[config.mk]
export PLATFORM = sky130hd
export DESIGN_NAME = risc_ctrl_seq_flat
export DESIGN_NICKNAME = d
export VERILOG_FILES = /design/src/rtl/risc_ctrl_seq_if.sv /design/src/rtl/risc_ctrl_seq.sv /design/src/flat_wrapper.sv
export SDC_FILE = /design/constraint.sdc
export NUM_CORES = 1
export LEC_CHECK = 0
export BUFFER_PORTS_ARGS = -buffer_cell sky130_fd_sc_hd__buf_2
export CAP_MARGIN = 5
export CORE_MARGIN = 2
export CORE_UTILIZATION = 37
export DETAILED_ROUTE_END_ITERATION = 8
export GPL_TIMING_DRIVEN = 0
export PLACE_DENSITY = 0.63
export SYNTH_ARGS = -nofsm -noshare
export SYNTH_HDL_FRONTEND = slang
export SYNTH_SLANG_ARGS = --single-unit
[constraint.sdc]
create_clock -name clk -period 1.9 [get_ports clk]
set_input_delay 0.095 -clock clk [delete_from_list [all_inputs] [get_ports clk]]
set_output_delay 0.095 -clock clk [all_outputs]
set_load 0.01 [all_outputs]
[src/rtl/risc_ctrl_seq_if.sv]
// Datapath-side control bundle of the RISC sequencer: instruction/flag/memory
// status in, datapath strobes and status out.
interface risc_ctrl_seq_if;
  logic       run;
  logic [3:0] opcode;
  logic       zero;
  logic       carry;
  logic       parity;
  logic       mem_ready;
  logic       ir_load;
  logic       pc_en;
  logic       jmp;
  logic       reg_wr;
  logic       mem_rd;
  logic       mem_wr;
  logic [1:0] sel;
  logic [3:0] alu_op;
  logic [2:0] flags_q;
  logic       halted;
  logic       mem_err;
  logic [2:0] state_dbg;

  modport master (
    output run, opcode, zero, carry, parity, mem_ready,
    input  ir_load, pc_en, jmp, reg_wr, mem_rd, mem_wr, sel, alu_op,
    input  flags_q, halted, mem_err, state_dbg
  );

  modport slave (
    input  run, opcode, zero, carry, parity, mem_ready,
    output ir_load, pc_en, jmp, reg_wr, mem_rd, mem_wr, sel, alu_op,
    output flags_q, halted, mem_err, state_dbg
  );
endinterface

[src/rtl/risc_ctrl_seq.sv]
// Multi-cycle FETCH/DECODE/EXEC/MEM/WB control sequencer for the 16-bit RISC
// datapath, with latched ALU flags, memory-ready wait/timeout and HALT.
module risc_ctrl_seq #(
  parameter int unsigned MEM_TIMEOUT = 15,
  parameter int unsigned TIMEOUT_W   = 4,
  parameter bit          RESET_RUN   = 1'b1
) (
  input logic            clk,
  input logic            reset,
  risc_ctrl_seq_if.slave bus
);

  typedef enum logic [2:0] {
    S_IDLE   = 3'd0,
    S_FETCH  = 3'd1,
    S_DECODE = 3'd2,
    S_EXEC   = 3'd3,
    S_MEM    = 3'd4,
    S_WB     = 3'd5,
    S_HALT   = 3'd6
  } state_t;

  state_t               r_state;
  state_t               w_next;
  logic [3:0]           r_opc;
  logic [2:0]           r_flags;
  logic [TIMEOUT_W-1:0] r_cnt;
  logic                 r_mem_err;
  logic                 r_run_q;
  logic                 w_run_rise;
  logic                 w_mem_to;
  logic                 w_alu_op;

  assign w_run_rise = bus.run & ~r_run_q;
  assign w_mem_to   = (r_cnt == TIMEOUT_W'(MEM_TIMEOUT - 1));
  assign w_alu_op   = (r_opc >= 4'h1) && (r_opc <= 4'h8);

  always_ff @(posedge clk or posedge reset) begin
    if (reset) begin
      r_state   <= S_IDLE;
      r_opc     <= '0;
      r_flags   <= '0;
      r_cnt     <= '0;
      r_mem_err <= 1'b0;
      r_run_q   <= 1'b0;
    end else begin
      r_state <= w_next;
      r_run_q <= bus.run;
      if (r_state == S_DECODE)
        r_opc <= bus.opcode;
      if (r_state == S_EXEC && w_alu_op)
        r_flags <= {bus.zero, bus.carry, bus.parity};
      if (r_state == S_MEM && !bus.mem_ready) begin
        if (w_mem_to) begin
          r_cnt     <= '0;
          r_mem_err <= 1'b1;
        end else begin
          r_cnt <= r_cnt + 1'b1;
        end
      end else begin
        r_cnt <= '0;
      end
    end
  end

  always_comb begin
    w_next        = r_state;
    bus.ir_load   = 1'b0;
    bus.pc_en     = 1'b0;
    bus.jmp       = 1'b0;
    bus.reg_wr    = 1'b0;
    bus.mem_rd    = 1'b0;
    bus.mem_wr    = 1'b0;
    bus.sel       = 2'b00;
    bus.alu_op    = 4'h0;
    bus.halted    = 1'b0;
    case (r_state)
      S_IDLE:   if (RESET_RUN || bus.run) w_next = S_FETCH;
      S_FETCH: begin
        bus.ir_load = 1'b1;
        w_next      = S_DECODE;
      end
      S_DECODE: w_next = S_EXEC;
      S_EXEC: begin
        case (r_opc)
          4'h1, 4'h2, 4'h3, 4'h4, 4'h5, 4'h6, 4'h7, 4'h8: begin
            bus.alu_op = r_opc;
            w_next     = S_WB;
          end
          4'h9: w_next = S_WB;
          4'hA, 4'hB: begin
            bus.alu_op = 4'h1;
            w_next     = S_MEM;
          end
          4'hC: begin
            bus.pc_en = 1'b1;
            bus.jmp   = 1'b1;
            w_next    = S_FETCH;
          end
          4'hD: begin
            bus.pc_en = 1'b1;
            bus.jmp   = r_flags[2];
            w_next    = S_FETCH;
          end
          4'hE: begin
            bus.pc_en = 1'b1;
            bus.jmp   = r_flags[1];
            w_next    = S_FETCH;
          end
          4'hF: begin
            bus.pc_en = 1'b1;
            w_next    = S_HALT;
          end
          default: begin
            bus.pc_en = 1'b1;
            w_next    = S_FETCH;
          end
        endcase
      end
      S_MEM: begin
        bus.mem_rd = (r_opc == 4'hA);
        bus.mem_wr = (r_opc == 4'hB);
        // STORE retires in the ready cycle itself, so its pc_en is qualified
        // by mem_ready; every other strobe depends on registered state only.
        bus.pc_en  = (r_opc == 4'hB) & bus.mem_ready;
        if (bus.mem_ready)
          w_next = (r_opc == 4'hA) ? S_WB : S_FETCH;
        else if (w_mem_to)
          w_next = S_HALT;
      end
      S_WB: begin
        bus.reg_wr = 1'b1;
        bus.pc_en  = 1'b1;
        if (r_opc == 4'hA)
          bus.sel = 2'b01;
        else if (r_opc == 4'h9)
          bus.sel = 2'b10;
        w_next = S_FETCH;
      end
      S_HALT: begin
        bus.halted = 1'b1;
        if (w_run_rise && !r_mem_err)
          w_next = S_FETCH;
      end
      default: w_next = S_IDLE;
    endcase
  end

  assign bus.flags_q   = r_flags;
  assign bus.mem_err   = r_mem_err;
  assign bus.state_dbg = r_state;

endmodule

[src/flat_wrapper.sv]
// flat-port wrapper written by rule: the top's interface ports become plain ports
module risc_ctrl_seq_flat 
#(
  parameter int unsigned MEM_TIMEOUT = 15,
  parameter int unsigned TIMEOUT_W   = 4,
  parameter bit          RESET_RUN   = 1'b1
)
  (clk, reset, bus_run, bus_opcode, bus_zero, bus_carry, bus_parity, bus_mem_ready, bus_ir_load, bus_pc_en, bus_jmp, bus_reg_wr, bus_mem_rd, bus_mem_wr, bus_sel, bus_alu_op, bus_flags_q, bus_halted, bus_mem_err, bus_state_dbg);
  risc_ctrl_seq_if bus_i ();
  input logic clk;
  input logic reset;
  input wire logic [$bits(bus_i.run)-1:0] bus_run;
  input wire logic [$bits(bus_i.opcode)-1:0] bus_opcode;
  input wire logic [$bits(bus_i.zero)-1:0] bus_zero;
  input wire logic [$bits(bus_i.carry)-1:0] bus_carry;
  input wire logic [$bits(bus_i.parity)-1:0] bus_parity;
  input wire logic [$bits(bus_i.mem_ready)-1:0] bus_mem_ready;
  output wire logic [$bits(bus_i.ir_load)-1:0] bus_ir_load;
  output wire logic [$bits(bus_i.pc_en)-1:0] bus_pc_en;
  output wire logic [$bits(bus_i.jmp)-1:0] bus_jmp;
  output wire logic [$bits(bus_i.reg_wr)-1:0] bus_reg_wr;
  output wire logic [$bits(bus_i.mem_rd)-1:0] bus_mem_rd;
  output wire logic [$bits(bus_i.mem_wr)-1:0] bus_mem_wr;
  output wire logic [$bits(bus_i.sel)-1:0] bus_sel;
  output wire logic [$bits(bus_i.alu_op)-1:0] bus_alu_op;
  output wire logic [$bits(bus_i.flags_q)-1:0] bus_flags_q;
  output wire logic [$bits(bus_i.halted)-1:0] bus_halted;
  output wire logic [$bits(bus_i.mem_err)-1:0] bus_mem_err;
  output wire logic [$bits(bus_i.state_dbg)-1:0] bus_state_dbg;
  assign bus_i.run = bus_run;
  assign bus_i.opcode = bus_opcode;
  assign bus_i.zero = bus_zero;
  assign bus_i.carry = bus_carry;
  assign bus_i.parity = bus_parity;
  assign bus_i.mem_ready = bus_mem_ready;
  assign bus_ir_load = bus_i.ir_load;
  assign bus_pc_en = bus_i.pc_en;
  assign bus_jmp = bus_i.jmp;
  assign bus_reg_wr = bus_i.reg_wr;
  assign bus_mem_rd = bus_i.mem_rd;
  assign bus_mem_wr = bus_i.mem_wr;
  assign bus_sel = bus_i.sel;
  assign bus_alu_op = bus_i.alu_op;
  assign bus_flags_q = bus_i.flags_q;
  assign bus_halted = bus_i.halted;
  assign bus_mem_err = bus_i.mem_err;
  assign bus_state_dbg = bus_i.state_dbg;
  risc_ctrl_seq #(.MEM_TIMEOUT(MEM_TIMEOUT), .TIMEOUT_W(TIMEOUT_W), .RESET_RUN(RESET_RUN)) u_core (.clk(clk), .reset(reset), .bus(bus_i));
endmodule
==> results of run 1 <==
==> area by class of cell <==
cell class                      instances  area share [%]
Buffer                                  7           3.858
Sequential cell                        16           32.59
Inverter                                3          0.9137
Clock buffer                            4           2.944
Timing Repair Buffer                   35           15.63
Tap cell                               30           3.046
Multi-Input combinational cell         73           41.02
==> sequential cells by signal (all words and copies together), names as in the netlist <==
name,count
u_core.r_run_q,1
u_core.bus.mem_err,1
u_core.r_opc,4
u_core.bus.state_dbg,3
u_core.bus.flags_q,3
u_core.r_cnt,4
==> timing repair <==
item,CTS,global route
buffers inserted,0,3
hold buffers,2,0
endpoints found under the hold margin,17,0
setup endpoints to repair,1,1
resized for setup,1,3
==> cells in the mapped netlist, drive strengths merged <==
| cell type | number | share of area (%) |
|---|---|---|
| dfrtp | 16 | 42 |
| nor2 | 11 | 4.4 |
| mux2 | 7 | 8.3 |
| nand2 | 6 | 2.4 |
| nor3 | 6 | 3.7 |
| buf | 5 | 3.6 |
| nand2b | 5 | 3.3 |
| nor3b | 5 | 4.5 |
| nand3 | 4 | 2.1 |
| a21oi | 3 | 1.6 |
| inv | 3 | 1.2 |
| nand3b | 3 | 2.4 |
| nor2b | 3 | 2.0 |
| or3 | 3 | 2.0 |
| a41oi | 2 | 1.9 |
| clkbuf | 2 | 0.79 |
| ha | 2 | 2.6 |
| or2 | 2 | 1.3 |
| xnor2 | 2 | 1.9 |
| a2111oi | 1 | 1.6 |
| a21o | 1 | 0.79 |
| a31oi | 1 | 0.66 |
| and3 | 1 | 0.66 |
| mux2i | 1 | 1.1 |
| nand4b | 1 | 0.93 |
| o21ai | 1 | 0.53 |
| o22ai | 1 | 0.66 |
| xor2 | 1 | 0.93 |
==> power breakdown <==
group / total, mW / leakage, nW / switching, mW / internal (mW)
sequential: 0.552 / 0.196 / 0.0956 / 0.456
combinational: 1.03 / 0.362 / 0.544 / 0.488
clock: 0.223 / 0.0210 / 0.107 / 0.117
total: 1.81 / 0.580 / 0.746 / 1.06
==> per-stage QoR <==
| stage | cell area [um2] | power [mW] |
|---|---|---|
| 2_1_floorplan | 945.9 | 1.237 |
| 3_3_place_gp | 1134 | 1.480 |
| 3_5_place_dp | 1134 | 1.505 |
| 4_1_cts | 1192 | 1.744 |
| 5_1_grt | 1232 | 1.955 |
| 6_report | 1232 | 1.807 |
==> worst register-to-register path: cells and delay by family (launching register included) <==
kind / cells / cell delay [ps]
muxes: 1 / 340
DFF: 1 / 410
buffers and inverters: 1 / 380
and+or+nand+nor: 2 / 280
==> how the worst max path moves through the flow <==
stage,start,end,slack (ps)
floorplan,u_core.bus.state_dbg[0]$_DFFE_PP0P_,bus_jmp,420
global placement,u_core.bus.state_dbg[0]$_DFFE_PP0P_,bus_jmp,340
detailed placement,u_core.bus.state_dbg[0]$_DFFE_PP0P_,bus_jmp,320
CTS,u_core.bus.state_dbg[1]$_DFFE_PP0P_,bus_jmp,30
global route,u_core.bus.state_dbg[0]$_DFFE_PP0P_,bus_jmp,30
finish,u_core.bus.state_dbg[0]$_DFFE_PP0P_,bus_jmp,140
==> kinds of logic (layout without fill, tap and decap cells) <==
| logic type | after synthesis | after routing | share of synthesized area (%) |
|---|---|---|---|
| xor+xnor | 3 | 3 | 2.778 |
| buf+inv | 10 | 49 | 5.556 |
| fa+ha+maj | 2 | 2 | 2.645 |
| flops | 16 | 16 | 42.33 |
| simple gates | 50 | 50 | 29.63 |
| mux | 8 | 8 | 9.391 |
| compound gates | 10 | 10 | 7.672 |
==> routing by layer <==
layer,GRT usage [%],vias up,wire length (um)
met5,0,-,0
met2,25.70,13,1022
li1,-,422,-
met1,20.96,421,981
met3,2.459,4,66
met4,7.500,0,25
==> out/results.ini, run 1 <==
[cts]
tritoncts=done
clock-sinks=16
clk_pin_slew_ps=90
cts-root-buf=clkbuf_4
h-tree-depth=1
cts_max_path_buffers=2
insertion_delay_ps=280
cts_buffers=3

[yosys]
synth_fp_nets=112
yosys_register_bits=16
synth-seq-area-share_pct=42.33
netlist_instances=99
ys_types=34
synth_area_um2=945.9
ys_warn_count=0
avgSynthCellArea_um2=9.555

[floorplan]
die_w_um=54.56
die_area_um2=2977
start_util_pct=38.53
fp-row-count=18
core_um2=2455
die_h_um=54.56
ios=31

[critical_path]
crit_chain=buf_6 > nand2_1 > or2_1 > buf_4 > a2111oi_4 > buf_2
r2r_slack_ps=380
cp_max_fo=6
critical_path_class=flip-flop to output port
endpoint_kind=output port
critPathSlowestCell=dfrtp_1
r2r_cells=4
cp.required_ps=1800
cp_num_cells=6
cp-start-kind=flip-flop
rr_startpoint=u_core.bus.state_dbg[2]$_DFFE_PP0P_
path_delay_family=buffers and inverters
slowest_delay_ps=370
crit_arrival_ps=1670
worst-path-buf-inv=3
rr_endpoint=u_core.bus.flags_q[0]$_DFFE_PP0P_

[final_layout]
layout_common_cells=32 x buf_2, 15 x dfrtp_1, 11 x nor2_1, 6 x nand2_1
diodes=0
multi_input_area_um2=505.5
seqCellArea_um2=401.6
syn2layout_area_growth_pct=30.29
utilization_pct=50.20
drive_gt1_share_pct=36.96
layout_commonest_cell=buf_2
num-fill-cells=240
fin_cells=168
nets=152

[placement]
dp_hpwl_um=1592
dp_cells=159
gp_congestion=0.8439
dp_slack_ps=320.4
portBuffers=30

[drt]
drc=0
vias_per_cell=5.119
wire_per_inst_um=12.46
drt-initial-drc-count=15
dr.pass1.iters=2
antenna_left=0
num_vias=860
drt_wl_total_um=2094

[worst_hold_path]
holdPathStages=2
hp-start=bus_carry
hp-class=primary input to flip-flop
hold_end=u_core.bus.flags_q[1]$_DFFE_PP0P_

[grt]
track_usage_pct=15.97
grt_overflow=0
grt_max_degree=17
grt_antenna_before_repair=0
grt_pass1_wl_um=3360
first_global_vias=777

[timing]
timing.final.hold_violations=0
finalSetupTns_ps=0
finalCritPeriodShare_pct=92.72
setup_violations=0
worst_pin_slew_ps=625.9
hold_slack_ps=20.92
min_period_ps=1762
rsz0062_at_grt=false
maxSlewViolCount=0
setup_ws_ps=138.2
fmax_mhz=567.6
timing.slew.headroom_pct=58.23
fin_skew_ps=3.994

[power_and_ir_drop]
ir_drop_mv=0.8429
p_leak_nw=0.5798
cellPowerDensity_nw_per_um2=1466

[run_status]
outcome=finished clean

[run]
max_cap_violations=0

(Power assumes the default switching activity.)
==> run 2: changes to the inputs <==
--- a/constraint.sdc
+++ b/constraint.sdc
@@ -3,2 +3,2 @@
 set_output_delay 0.095 -clock clk [all_outputs]
-set_load 0.01 [all_outputs]
+set_load 0.1 [all_outputs]
==> run 2 against run 1 <==
Against the previous run: cell count decreased by 1.8%; cell area increased by 8.5%; register-to-register slack about the same; flip-flop and latch count unchanged; non-clock buffer count decreased by 3; critical endpoint unchanged.
==> out/results.ini, run 2 (synthesized netlist as in run 1, its figures left out) <==
[run_status]
outcome=finished clean

[timing]
hold_slack_ps=21.79
worst_pin_slew_ps=629.1
maxSlewViolCount=0
timing.final.hold_violations=0
min_period_ps=1813
finalCritPeriodShare_pct=95.40
fin_skew_ps=9.016
setup_violations=0
rsz0062_at_grt=false
timing.slew.headroom_pct=58.01
fmax_mhz=551.7

[floorplan]
die_h_um=54.56
die_area_um2=2977
die_w_um=54.56
fp-row-count=18
ios=31
start_util_pct=38.53
core_um2=2455

[critical_path]
critical_path_class=flip-flop to output port
cp-start-kind=flip-flop
cp_max_fo=10
endpoint_kind=output port
crit_arrival_ps=1720
r2r_cells=5
cp.required_ps=1800

[drt]
antenna_left=0
vias_per_cell=4.976
drc=0
wire_per_inst_um=13.48
num_vias=821
drt-initial-drc-count=3
drt_wl_total_um=2224
dr.pass1.iters=3

[worst_hold_path]
hp-class=primary input to flip-flop
holdPathStages=2

[grt]
grt_overflow=0
grt_max_degree=17
grt_pass1_wl_um=3560
first_global_vias=776
track_usage_pct=17.19
grt_antenna_before_repair=0

[cts]
cts_max_path_buffers=2
cts_buffers=3
h-tree-depth=1
insertion_delay_ps=280
cts-root-buf=clkbuf_4
clk_pin_slew_ps=100
clock-sinks=16
tritoncts=done

[run]
max_cap_violations=0

[placement]
dp_hpwl_um=1683
portBuffers=30
gp_congestion=0.7414

[final_layout]
layout_commonest_cell=buf_2
drive_gt1_share_pct=47.41
utilization_pct=54.49
layout_common_cells=24 x buf_2, 11 x dfrtp_1, 7 x nor2_1, 6 x buf_6, 6 x buf_4
nets=149
num-fill-cells=246
reg_top3=u_core.r_cnt: 4 flops, u_core.r_opc: 4 flops
diodes=0
syn2layout_area_growth_pct=41.40

## run 2: cell count changes in the layout (fill, tap and decap cells not counted), moves of 2 or more
cell     before  now
buf_2        32   24
buf_4         4    6
buf_6         2    6
dfrtp_1      15   11
dfrtp_4       0    3
nor2_1       11    7
nor2_4        0    3
nor3b_1       4    1
nor3b_4       0    2
## run 2: metal layers
metal	global-route usage, %	share of wire, %
met5	0	0
met4	9.167	1.8
met3	3.552	2.5
met2	28.31	49
met1	20.96	46
## run 2: critical path: stages, from the launching register on
cell,delay [ps]
dfrtp_1,440
buf_2,220
nor2b_1,170
a2111oi_4,330
buf_6,270
## run 2: what timing repair did
| action | 4_1_cts | 5_1_grt |
|---|---|---|
| setup buffers | 0 | 1 |
| gates resized for setup | 10 | 6 |
| hold buffers | 2 | 0 |
| endpoints found under the setup margin | 8 | 8 |
| hold endpoints to repair | 17 | 0 |
## run 2: layout make-up
cell class | instances | area, um2 | area share (%)
repair buffers | 33 | 215.2 | 16.09
inverters | 3 | 11.26 | 0.8419
well taps | 30 | 37.54 | 2.806
flip-flops and latches | 16 | 414.1 | 30.96
multi-input cells | 73 | 581.8 | 43.50
plain buffers | 6 | 51.30 | 3.835
clock buffers | 4 | 26.28 | 1.964
## run 2: stage by stage
stage	worst slack, ps	area [um2]	instances	TNS [ps]
after floorplan	-459.5	1069	99	-1682
after detailed placement	88.77	1256	159	0
final	87.40	1338	165	0
after global routing	2.975	1338	165	0
after CTS	15.51	1328	165	0
after global placement	72.28	1256	159	0
## run 2: worst paths after layout
kind / startpoint / to / slack, ps
setup reg to reg: u_core.r_opc[2]$_DFFE_PP0P_ / u_core.bus.state_dbg[2]$_DFFE_PP0P_ / 390
setup / recovery: u_core.r_opc[1]$_DFFE_PP0P_ / bus_jmp / 90
max in group asynchronous: reset / u_core.bus.state_dbg[0]$_DFFE_PP0P_ / 1000
min in group asynchronous: reset / u_core.r_opc[1]$_DFFE_PP0P_ / 430
hold reg to reg: u_core.r_cnt[0]$_DFF_PP0_ / u_core.r_cnt[0]$_DFF_PP0_ / 490
hold / removal: bus_carry / u_core.bus.flags_q[1]$_DFFE_PP0P_ / 20
Power of run 2 is left out: the tool's default activity adds up to more than one toggle a clock period on the data nets, which glitch-free logic cannot reach.
